File: config.mk
export PLATFORM = sky130hd
export DESIGN_NAME = instr_encoder_flat
export DESIGN_NICKNAME = d
export VERILOG_FILES = /design/src/rtl/instr_encoder_if.sv /design/src/rtl/instr_encoder.sv /design/src/flat_wrapper.sv
export SDC_FILE = /design/constraint.sdc
export NUM_CORES = 1
export LEC_CHECK = 0
export ABC_AREA = 1
export CORE_MARGIN = 10
export CORE_UTILIZATION = 57
export CTS_CLUSTER_SIZE = 12
export DETAILED_ROUTE_END_ITERATION = 7
export PLACE_DENSITY = 0.94
export SETUP_SLACK_MARGIN = 0.3
export SYNTH_ARGS = -nofsm -noshare
export SYNTH_HDL_FRONTEND = slang
export SYNTH_SLANG_ARGS = --single-unit
File: constraint.sdc
create_clock -name clk -period 6.7 [get_ports clk]
set_input_delay 1.675 -clock clk [delete_from_list [all_inputs] [get_ports clk]]
set_output_delay 1.675 -clock clk [all_outputs]
set_load 0.005 [all_outputs]
File: src/rtl/instr_encoder_if.sv
// Interface bundling instr_encoder's control, command and imem-write signals.
// The master side drives commands and grants; the slave side is the encoder.
interface instr_encoder_if #(
  parameter int ADDR_W = 10
);
  logic              start;
  logic [ADDR_W-1:0] start_addr;
  logic              cmd_valid;
  logic              cmd_ready;
  logic [3:0]        cmd_kind;
  logic [3:0]        cmd_cond;
  logic [3:0]        cmd_rd;
  logic [3:0]        cmd_rn;
  logic              cmd_i;
  logic              cmd_s;
  logic [11:0]       cmd_op2;
  logic [23:0]       cmd_offset;
  logic              imem_req;
  logic              imem_gnt;
  logic [ADDR_W-1:0] imem_addr;
  logic [31:0]       imem_wdata;
  logic [ADDR_W:0]   wr_count;
  logic              err;
  logic              idle;

  modport master (
    output start, start_addr, cmd_valid, cmd_kind, cmd_cond, cmd_rd, cmd_rn,
           cmd_i, cmd_s, cmd_op2, cmd_offset, imem_gnt,
    input  cmd_ready, imem_req, imem_addr, imem_wdata, wr_count, err, idle
  );

  modport slave (
    input  start, start_addr, cmd_valid, cmd_kind, cmd_cond, cmd_rd, cmd_rn,
           cmd_i, cmd_s, cmd_op2, cmd_offset, imem_gnt,
    output cmd_ready, imem_req, imem_addr, imem_wdata, wr_count, err, idle
  );
endinterface

File: src/rtl/instr_encoder.sv
// Encodes ARM-style commands into 32-bit words, queues them and writes them to imem.
// Optional macro ENC_ERR_STICKY_EN: err stays high after an illegal command until rst/start.
module instr_encoder #(
  parameter int ADDR_W = 10,
  parameter int DEPTH  = 4
) (
  input logic            clk,
  input logic            rst,
  instr_encoder_if.slave bus
);
  localparam int PTR_W = $clog2(DEPTH);
  localparam logic [PTR_W:0]  FULL_CNT = (PTR_W+1)'(DEPTH);
  localparam logic [ADDR_W:0] SAT_CNT  = {1'b1, {ADDR_W{1'b0}}};

  typedef enum logic [3:0] {
    K_MOV = 4'd0,  K_MVN = 4'd1,  K_ADD = 4'd2,  K_ADC = 4'd3,
    K_SUB = 4'd4,  K_SBC = 4'd5,  K_AND = 4'd6,  K_ORR = 4'd7,
    K_EOR = 4'd8,  K_CMP = 4'd9,  K_TST = 4'd10, K_LDR = 4'd11,
    K_STR = 4'd12, K_B   = 4'd13
  } kind_e;

  typedef enum logic [1:0] {C_DP, C_MEM, C_BR, C_ILL} class_e;

  logic [31:0]       r_mem [DEPTH];
  logic [PTR_W-1:0]  r_rd_ptr;
  logic [PTR_W-1:0]  r_wr_ptr;
  logic [PTR_W:0]    r_count;
  logic [ADDR_W-1:0] r_addr;
  logic [ADDR_W:0]   r_wr_count;
  logic              r_err;

  class_e      w_class;
  logic [3:0]  w_opc;
  logic [3:0]  w_rn;
  logic [3:0]  w_rd;
  logic        w_s;
  logic [31:0] w_word;
  logic        w_empty;
  logic        w_full;
  logic        w_ready;
  logic        w_accept;
  logic        w_push;
  logic        w_pop;
  logic        w_req;

  always_comb begin
    w_class = C_DP;
    w_opc   = '0;
    w_rn    = bus.cmd_rn;
    w_rd    = bus.cmd_rd;
    w_s     = bus.cmd_s;
    case (kind_e'(bus.cmd_kind))
      K_MOV: begin w_opc = 4'b1101; w_rn = '0; end
      K_MVN: begin w_opc = 4'b1111; w_rn = '0; end
      K_ADD: w_opc = 4'b0100;
      K_ADC: w_opc = 4'b0101;
      K_SUB: w_opc = 4'b0010;
      K_SBC: w_opc = 4'b0110;
      K_AND: w_opc = 4'b0000;
      K_ORR: w_opc = 4'b1100;
      K_EOR: w_opc = 4'b0001;
      K_CMP: begin w_opc = 4'b1010; w_s = 1'b1; w_rd = '0; end
      K_TST: begin w_opc = 4'b1000; w_s = 1'b1; w_rd = '0; end
      K_LDR: w_class = C_MEM;
      K_STR: w_class = C_MEM;
      K_B:   w_class = C_BR;
      default: w_class = C_ILL;
    endcase
  end

  always_comb begin
    w_word = '0;
    case (w_class)
      C_DP:  w_word = {bus.cmd_cond, 2'b00, bus.cmd_i, w_opc, w_s, w_rn, w_rd, bus.cmd_op2};
      C_MEM: w_word = {bus.cmd_cond, 2'b01, 1'b0, 4'b0100, (bus.cmd_kind == K_LDR),
                       bus.cmd_rn, bus.cmd_rd, bus.cmd_op2};
      C_BR:  w_word = {bus.cmd_cond, 3'b101, 1'b0, bus.cmd_offset};
      default: w_word = '0;
    endcase
  end

  assign w_empty  = (r_count == '0);
  assign w_full   = (r_count == FULL_CNT);
  assign w_ready  = !rst && !bus.start && !w_full;
  assign w_accept = bus.cmd_valid && w_ready;
  assign w_push   = w_accept && (w_class != C_ILL);
  // Request is masked during reset so a queued word is never written in the reset cycle.
  assign w_req    = !rst && !w_empty;
  assign w_pop    = w_req && bus.imem_gnt;

  assign bus.cmd_ready  = w_ready;
  assign bus.imem_req   = w_req;
  assign bus.imem_wdata = w_req ? r_mem[r_rd_ptr] : '0;
  assign bus.imem_addr  = r_addr;
  assign bus.wr_count   = r_wr_count;
  assign bus.err        = r_err;
  assign bus.idle       = w_empty && !w_req;

  always_ff @(posedge clk) begin
    if (w_push) begin
      r_mem[r_wr_ptr] <= w_word;
    end
  end

  always_ff @(posedge clk) begin
    if (rst) begin
      r_rd_ptr   <= '0;
      r_wr_ptr   <= '0;
      r_count    <= '0;
      r_addr     <= '0;
      r_wr_count <= '0;
      r_err      <= 1'b0;
    end else if (bus.start) begin
      r_rd_ptr   <= '0;
      r_wr_ptr   <= '0;
      r_count    <= '0;
      r_addr     <= bus.start_addr;
      r_wr_count <= '0;
      r_err      <= 1'b0;
    end else begin
      if (w_push) begin
        r_wr_ptr <= r_wr_ptr + 1'b1;
      end
      if (w_pop) begin
        r_rd_ptr <= r_rd_ptr + 1'b1;
        r_addr   <= r_addr + 1'b1;
        if (r_wr_count != SAT_CNT) begin
          r_wr_count <= r_wr_count + 1'b1;
        end
      end
      case ({w_push, w_pop})
        2'b10:   r_count <= r_count + 1'b1;
        2'b01:   r_count <= r_count - 1'b1;
        default: r_count <= r_count;
      endcase
`ifdef ENC_ERR_STICKY_EN
      r_err <= r_err || (w_accept && (w_class == C_ILL));
`else
      r_err <= w_accept && (w_class == C_ILL);
`endif
    end
  end
endmodule

File: src/flat_wrapper.sv
// flat-port wrapper written by rule: the top's interface ports become plain ports
module instr_encoder_flat 
#(
  parameter int ADDR_W = 10,
  parameter int DEPTH  = 4
)
  (clk, rst, bus_start, bus_start_addr, bus_cmd_valid, bus_cmd_kind, bus_cmd_cond, bus_cmd_rd, bus_cmd_rn, bus_cmd_i, bus_cmd_s, bus_cmd_op2, bus_cmd_offset, bus_imem_gnt, bus_cmd_ready, bus_imem_req, bus_imem_addr, bus_imem_wdata, bus_wr_count, bus_err, bus_idle);
  instr_encoder_if #(.ADDR_W(ADDR_W)) bus_i ();
  input logic clk;
  input logic rst;
  input wire logic [$bits(bus_i.start)-1:0] bus_start;
  input wire logic [$bits(bus_i.start_addr)-1:0] bus_start_addr;
  input wire logic [$bits(bus_i.cmd_valid)-1:0] bus_cmd_valid;
  input wire logic [$bits(bus_i.cmd_kind)-1:0] bus_cmd_kind;
  input wire logic [$bits(bus_i.cmd_cond)-1:0] bus_cmd_cond;
  input wire logic [$bits(bus_i.cmd_rd)-1:0] bus_cmd_rd;
  input wire logic [$bits(bus_i.cmd_rn)-1:0] bus_cmd_rn;
  input wire logic [$bits(bus_i.cmd_i)-1:0] bus_cmd_i;
  input wire logic [$bits(bus_i.cmd_s)-1:0] bus_cmd_s;
  input wire logic [$bits(bus_i.cmd_op2)-1:0] bus_cmd_op2;
  input wire logic [$bits(bus_i.cmd_offset)-1:0] bus_cmd_offset;
  input wire logic [$bits(bus_i.imem_gnt)-1:0] bus_imem_gnt;
  output wire logic [$bits(bus_i.cmd_ready)-1:0] bus_cmd_ready;
  output wire logic [$bits(bus_i.imem_req)-1:0] bus_imem_req;
  output wire logic [$bits(bus_i.imem_addr)-1:0] bus_imem_addr;
  output wire logic [$bits(bus_i.imem_wdata)-1:0] bus_imem_wdata;
  output wire logic [$bits(bus_i.wr_count)-1:0] bus_wr_count;
  output wire logic [$bits(bus_i.err)-1:0] bus_err;
  output wire logic [$bits(bus_i.idle)-1:0] bus_idle;
  assign bus_i.start = bus_start;
  assign bus_i.start_addr = bus_start_addr;
  assign bus_i.cmd_valid = bus_cmd_valid;
  assign bus_i.cmd_kind = bus_cmd_kind;
  assign bus_i.cmd_cond = bus_cmd_cond;
  assign bus_i.cmd_rd = bus_cmd_rd;
  assign bus_i.cmd_rn = bus_cmd_rn;
  assign bus_i.cmd_i = bus_cmd_i;
  assign bus_i.cmd_s = bus_cmd_s;
  assign bus_i.cmd_op2 = bus_cmd_op2;
  assign bus_i.cmd_offset = bus_cmd_offset;
  assign bus_i.imem_gnt = bus_imem_gnt;
  assign bus_cmd_ready = bus_i.cmd_ready;
  assign bus_imem_req = bus_i.imem_req;
  assign bus_imem_addr = bus_i.imem_addr;
  assign bus_imem_wdata = bus_i.imem_wdata;
  assign bus_wr_count = bus_i.wr_count;
  assign bus_err = bus_i.err;
  assign bus_idle = bus_i.idle;
  instr_encoder #(.ADDR_W(ADDR_W), .DEPTH(DEPTH)) u_core (.clk(clk), .rst(rst), .bus(bus_i));
endmodule
==> results of run 1 <==
[final timing paths]
path                            slack, ns                 to               start  depth (start not counted)
worst max-delay path                 1.38      bus_cmd_ready           bus_start                          5
worst max register to register       4.20  u_core.r_count[2]   u_core.r_count[2]                         11
worst min register to register       0.49          flip-flop  u_core.r_rd_ptr[0]                          2
worst min-delay path                 0.49          flip-flop  u_core.r_rd_ptr[0]                          2
[where the power goes]
part / switching, uW / leakage [uW] / internal (uW)
sequential: 8.25 / 0.00142 / 1080
combinational: 68.8 / 0.00158 / 68.5
clock: 420 / 0.000300 / 564
[synthesized netlist by cell type, types with 2 or more instances]
| library cell | number |
|---|---|
| sky130_fd_sc_hd__inv_1 | 49 |
| sky130_fd_sc_hd__nand3b_1 | 3 |
| sky130_fd_sc_hd__o21ai_0 | 81 |
| sky130_fd_sc_hd__edfxtp_1 | 128 |
| sky130_fd_sc_hd__nor3_1 | 4 |
| sky130_fd_sc_hd__clkbuf_1 | 13 |
| sky130_fd_sc_hd__nand2_1 | 93 |
| sky130_fd_sc_hd__buf_2 | 12 |
| sky130_fd_sc_hd__a22o_1 | 13 |
| sky130_fd_sc_hd__dfxtp_1 | 31 |
| sky130_fd_sc_hd__nand3_1 | 26 |
| sky130_fd_sc_hd__a32o_1 | 4 |
| sky130_fd_sc_hd__a21oi_1 | 62 |
| sky130_fd_sc_hd__o21ai_1 | 2 |
| sky130_fd_sc_hd__inv_2 | 3 |
| sky130_fd_sc_hd__ha_1 | 8 |
| sky130_fd_sc_hd__buf_6 | 2 |
| sky130_fd_sc_hd__xor2_1 | 4 |
| sky130_fd_sc_hd__nand4_1 | 5 |
| sky130_fd_sc_hd__nor2_1 | 167 |
| sky130_fd_sc_hd__buf_4 | 3 |
| sky130_fd_sc_hd__buf_1 | 4 |
[through the flow]
step	total power (uW)	util, %	hold WS, ns
after global placement	1244	70.14	0.4559
after detailed placement	1248	70.14	0.4634
after global routing	2277	75.09	0.5247
after floorplan	1172	-	0.4329
after CTS	2215	75.09	0.4886
final	2214	75.09	0.4886
[flip-flops by register name, indices dropped and copies added, names as in the netlist, named ones only]
register / flops
u_core.r_count: 3
u_core.r_wr_ptr: 2
u_core.bus.err: 1
u_core.bus.wr_count: 11
u_core.r_rd_ptr: 2
u_core.r_mem: 128
u_core.bus.imem_addr: 10
[per-layer routing]
metal	part of all wire [%]	track usage, %	vias up
met2	52	37.31	313
met1	38	22.60	2621
met3	8.3	6.593	35
met4	1.7	7.417	0
li1	-	-	2737
met5	0	0	-
[logic make-up after synthesis]
logic type	count (synthesis)	synth area share, %
AO/OA/AOI/OAI	165	12.63
multiplexers	1	0.1397
buffers and inverters	87	5.134
AND/OR/NAND/NOR	305	17.50
adder cells (fa/ha/maj)	9	1.677
XOR/XNOR	5	0.6112
flip-flops	159	62.31
[worst max-delay path, delay by kind of cell]
| kind | cells | cell delay [ns] |
|---|---|---|
| compound gates | 1 | 0.21 |
| buf+inv | 3 | 1.42 |
| simple gates | 1 | 0.33 |
[layout make-up]
type / count / share of cell area, %
clock buffer: 17 / 4.658
clock inverter: 15 / 1.932
inverter: 53 / 2.178
multi-input combinational: 485 / 25.76
sequential: 159 / 48.90
tap: 168 / 2.302
timing repair buffer: 132 / 14.28
==> qor.yml, run 1 <==
cts:
  clock-sinks: 159
  cts_hold_repair.buffers: 0
  post-cts-setup-buffer-count: 0
  clock_slew_seen_by_the_registers_of_the_worst_setup_and_hold_paths_ns: 0.06
  clockRootBuffer: "sky130_fd_sc_hd__clkbuf_16"
  cts-buffers-inserted: 17
  clk_latency_ns: 0.43
  ctsResizeCount: 0
  number_of_levels_the_h_tree_was_split_into: 4
  clock_tree_from_tritoncts: "yes"
  cts_buffer_depth: 2
run:
  drv_cap: 0
sta:
  worst_setup_skew_after_layout_ns: 0.009696
  setup_ws_ns: 1.384
  finalSetupTns_ns: 0
  rsz_0062_raised_after_global_routing: "false"
  report.final.hold_viol_count: 0
  clock.fmax_mhz: 188.1
  number_of_pins_exceeding_their_max_slew_limit_in_the_final_report: 0
  tightest_slew_ns: 1.162
  maxSlewHeadroom_pct: 22.29
  period_share_pct: 79.34
  layout_min_cycle_time_ns: 5.316
  setup_violations: 0
place:
  worst_setup_slack_before_clock_tree_synthesis_ns: 1.374
  detailed_placement_hpwl_um: 11680
  gp_congestion: 0.9133
  post-place-cells: 997
  numPortBuffers: 125
  placed_cell_area_sq_um: 8531
route:
  detail-route-antenna-nets: 0
  first_pass_iters: 5
  route.detailed.drc: 0
  post_drt_wl_per_cell_um: 17.98
  drtIter0Drc: 550
  routed_wirelength_um: 18500
  via_per_inst: 5.545
  via_count: 5706
power:
  maximum_vdd_drop_mv: 0.1377
  power_per_cell_area_nw_per_um2: 242.4
  reported_leakage_power_uw: 0.003298
floorplanning:
  ios: 126
  design.die.area_sq_um: 17450
  die-height_um: 132.1
  die_w_um: 132.1
  core_area_sq_um: 12160
  fp-row-count: 40
  initial_core_util_pct: 58.91
synth:
  ys_seq_area_share_pct: 62.31
  dominantRegCellSynth: "sky130_fd_sc_hd__edfxtp_1"
  synthesis.nets: 809
  yosysTopAreaCellShare_pct: 53.65
  flip_flop_and_latch_count_after_synthesis: 159
  post_synth_main_area_contributors: "sky130_fd_sc_hd__edfxtp_1 54%, sky130_fd_sc_hd__nor2_1 8.7%, sky130_fd_sc_hd__dfxtp_1 8.7%"
  postSynthAreaPerCell_sq_um: 9.801
  async_set_or_reset_flop_fraction_in_the_synthesized_netlist_pct: 0
  number_of_enable_flip_flop_cells_after_synthesis: 128
  ys_types: 36
  ys.warnings.count: 0
  post-synth-top-area-cell: "sky130_fd_sc_hd__edfxtp_1"
  post_synth_inst_count: 731
  netlist_area_sq_um: 7164
layout:
  layout_common_cells: "163 x sky130_fd_sc_hd__nor2_1, 128 x sky130_fd_sc_hd__edfxtp_1, 125 x sky130_fd_sc_hd__clkdlybuf4s50_1"
  multi_input_area_sq_um: 2352
  most_frequent_standard_cell_in_the_layout_excluding_fill_and_tap_cells: "sky130_fd_sc_hd__nor2_1"
  layout-area-overhead-vs-synth_pct: 27.47
  fill_cells: 792
  ff_latch_area_sq_um: 4466
  drive_above_1_share_pct: 6.272
  antennaDiodeCount: 0
  layout.nets: 926
  fin_area_sq_um: 9133
  post_layout_nonfiller_instances: 1029
grt:
  grt_pass1_wl_um: 29010
  first_global_vias: 5624
  antenna_found_initial: 0
  overflow: 0
  track_usage_pct: 20.86
  grt_start_max_net_pins: 66
worst_setup_path:
  path_common_cell: "sky130_fd_sc_hd__clkdlybuf4s50_1"
  cp_cell_sequence: "clkdlybuf4s50_1 > nor2_4 > inv_1 > a21oi_1 > clkdlybuf4s50_1"
  critPathMaxFanout: 12
  cp_data_arrival_time_ns: 3.64
  cp-start-kind: "input port"
  worst_setup_path_end_kind: "primary output"
  crit_path_max_incr_delay_ns: 0.66
  critPathKind: "in -> out"
  cp_data_required_time_ns: 5.03
  critPathSlowestCell: "sky130_fd_sc_hd__clkdlybuf4s50_1"
min_path:
  hold_path.class: "reg -> reg"
outcome:
  outcome: "complete, no violations"
(Power assumes the default switching activity.)
==> run 2: changes to the inputs <==
- CORE_UTILIZATION: 57 -> 48
- PLACE_DENSITY: 0.94 -> 0.86
- clock period: 6.7 -> 4.6 ns (I/O delays scaled with it)
==> run 2 against run 1 <==
Against the previous run:
- power up 44%
- cell area increased by 0.90%
- first-iteration DRC count is 31% lower
- via count fell by 1.0%
- global-route usage fell by 3.5 points
- wire length fell by 3.8%
- final cell count up 1.9%
- combinational power is 47% higher
- register-to-register slack got worse by 1.9 ns
- largest power group unchanged
==> qor.yml, run 2 (synthesis results as in run 1) <==
sta:
  number_of_pins_exceeding_their_max_slew_limit_in_the_final_report: 0  # unchanged
  tightest_slew_ns: 1.174  # was 1.162 ns
  period_share_pct: 90.43
  clock.fmax_mhz: 240.4
  layout_min_cycle_time_ns: 4.160
  finalSetupTns_ns: 0  # unchanged
  rsz_0062_raised_after_global_routing: "false"  # unchanged
  report.final.hold_viol_count: 0  # unchanged
  whs_ns: 0.4680  # was 0.4886 ns
  setup_violations: 0  # unchanged
  maxSlewHeadroom_pct: 21.67  # was 22.29%
  worst_setup_skew_after_layout_ns: 0.01056  # was 0.009696 ns
worst_setup_path:
  cp-start-kind: "input port"  # unchanged
  worst_setup_path_end_kind: "primary output"  # unchanged
  critPathKind: "in -> out"  # unchanged
  critPathMaxFanout: 33  # was 12
  cp_data_required_time_ns: 3.45  # was 5.03 ns
  cp_data_arrival_time_ns: 3.01  # was 3.64 ns
  r2r_setup_slack_ns: 2.33  # was 4.20 ns
floorplanning:
  die_w_um: 142.2  # was 132.1 um
  ios: 126  # unchanged
  initial_core_util_pct: 49.11  # was 58.91%
  die-height_um: 142.2  # was 132.1 um
  core_area_sq_um: 14590  # was 12160 sq um
  fp-row-count: 44  # was 40
  design.die.area_sq_um: 20210  # was 17450 sq um
layout:
  largest_register_ffs: 128  # unchanged
  fin_area_sq_um: 9215  # was 9133 sq um
  most_frequent_standard_cell_in_the_layout_excluding_fill_and_tap_cells: "sky130_fd_sc_hd__nor2_1"  # unchanged
  ff_latch_area_sq_um: 4466  # unchanged
  layout_common_cells: "163 x sky130_fd_sc_hd__nor2_1, 128 x sky130_fd_sc_hd__edfxtp_1, 125 x sky130_fd_sc_hd__clkdlybuf4s50_1"  # unchanged
  fill_cells: 1104  # was 792
  multi_input_area_sq_um: 2362  # was 2352 sq um
  post_layout_nonfiller_instances: 1049  # was 1029
  layout.nets: 930  # was 926
  largest_register: "u_core.r_mem"  # unchanged
  drive_above_1_share_pct: 6.705  # was 6.272%
  finalCoreUtilization_pct: 63.16  # was 75.09%
  antennaDiodeCount: 0  # unchanged
  layout-area-overhead-vs-synth_pct: 28.62  # was 27.47%
power:
  clock_power_share_pct: 43.9  # was 44.4%
  reported_leakage_power_uw: 0.003319  # was 0.003298 uW
  power_per_cell_area_nw_per_um2: 346.6  # was 242.4 nW/um^2
  maximum_vdd_drop_mv: 0.2384  # was 0.1377 mV
  power_switching_uw: 694.9  # was 497.4 uW
  sequentialPowerShare_pct: 49.8  # was 49.4%
  sw_frac_of_total_pct: 21.76  # was 22.47%
  comb_power_share_pct: 6.3  # was 6.2%
  internal_power_uw: 2499  # was 1716 uW
place:
  placed_cell_area_sq_um: 8616  # was 8531 sq um
  numPortBuffers: 125  # unchanged
  gp_congestion: 0.8950  # was 0.9133
  post-place-cells: 1017  # was 997
  detailed_placement_hpwl_um: 11910  # was 11680 um
route:
  routed_wirelength_um: 17800  # was 18500 um
  via_count: 5648  # was 5706
  first_pass_iters: 6  # was 5
  via_per_inst: 5.384  # was 5.545
  detail-route-antenna-nets: 0  # unchanged
  route.detailed.drc: 0  # unchanged
  post_drt_wl_per_cell_um: 16.97  # was 17.98 um
  drtIter0Drc: 380  # was 550
grt:
  track_usage_pct: 17.33  # was 20.86%
  grt_pass1_wl_um: 27870  # was 29010 um
  first_global_vias: 5604  # was 5624
  antenna_found_initial: 0  # unchanged
  grt_start_max_net_pins: 65  # was 66
  overflow: 0  # unchanged
cts:
  clockRootBuffer: "sky130_fd_sc_hd__clkbuf_16"  # unchanged
  clock-sinks: 159  # unchanged
  post-cts-setup-buffer-count: 0  # unchanged
  clock_slew_seen_by_the_registers_of_the_worst_setup_and_hold_paths_ns: 0.06  # about the same
  cts_hold_repair.buffers: 0  # unchanged
  cts-buffers-inserted: 17  # unchanged
  number_of_levels_the_h_tree_was_split_into: 4  # unchanged
  cts_buffer_depth: 2  # unchanged
  ctsResizeCount: 0  # unchanged
  clock_tree_from_tritoncts: "yes"  # unchanged
  clk_latency_ns: 0.42  # was 0.43 ns
min_path:
  hold_path.class: "reg -> reg"  # unchanged
run:
  drv_cap: 0  # unchanged
outcome:
  outcome: "complete, no violations"  # unchanged
==> run 2: cell types whose count changed in the layout (fill, tap and decap cells not counted), moves of 2 or more <==
cell	previous run	this run
sky130_fd_sc_hd__nor2_2	3	1
sky130_fd_sc_hd__nor2_4	3	5
sky130_fd_sc_hd__inv_6	4	6
sky130_fd_sc_hd__buf_4	7	9
sky130_fd_sc_hd__buf_12	0	2
sky130_fd_sc_hd__inv_8	4	2
==> run 2: power by group through the flow <==
stage          combinational [uW]  clock, uW  sequential (uW)
2_1_floorplan                87.6          0             1620
3_3_place_gp                  194          0             1620
3_5_place_dp                  199          0             1620
4_1_cts                       201       1420             1590
5_1_grt                       220       1480             1590
6_report                      201       1400             1590
==> run 2: through the flow <==
stage,power [uW],setup slack [ns]
floorplan,1707,1.081
global placement,1815,0.5261
detailed placement,1821,0.4659
CTS,3207,0.4337
global route,3292,0.3226
finish,3194,0.4400
==> run 2: layer usage <==
layer	track usage, %	part of all wire (%)
met1	19.76	40
met2	29.61	50
met3	6.275	9.2
met4	5.487	1.6
met5	0	0
==> run 2: critical path, stage by stage <==
cell and delay, ns:
sky130_fd_sc_hd__clkdlybuf4s50_1 0.58, sky130_fd_sc_hd__inv_2 0.20, sky130_fd_sc_hd__nand2_1 0.07, sky130_fd_sc_hd__buf_4 0.24
sky130_fd_sc_hd__a21oi_1 0.21, sky130_fd_sc_hd__clkdlybuf4s50_1 0.53
==> run 2: final timing paths <==
kind                 startpoint            endpoint  depth (start not counted)
max                         rst  bus_imem_wdata[21]                          6
min          u_core.r_rd_ptr[1]  u_core.r_rd_ptr[1]                          2
max reg2reg   u_core.r_count[1]   u_core.r_count[2]                         11
min reg2reg  u_core.r_rd_ptr[1]  u_core.r_rd_ptr[1]                          2
==> run 2: area by class of cell <==
cell class	instances	share of cell area [%]
multi-input combinational	485	25.63
inverter	53	2.159
clock buffer	17	4.616
sequential	159	48.46
clock inverter	15	1.887
timing repair buffer	136	14.75
tap	184	2.498
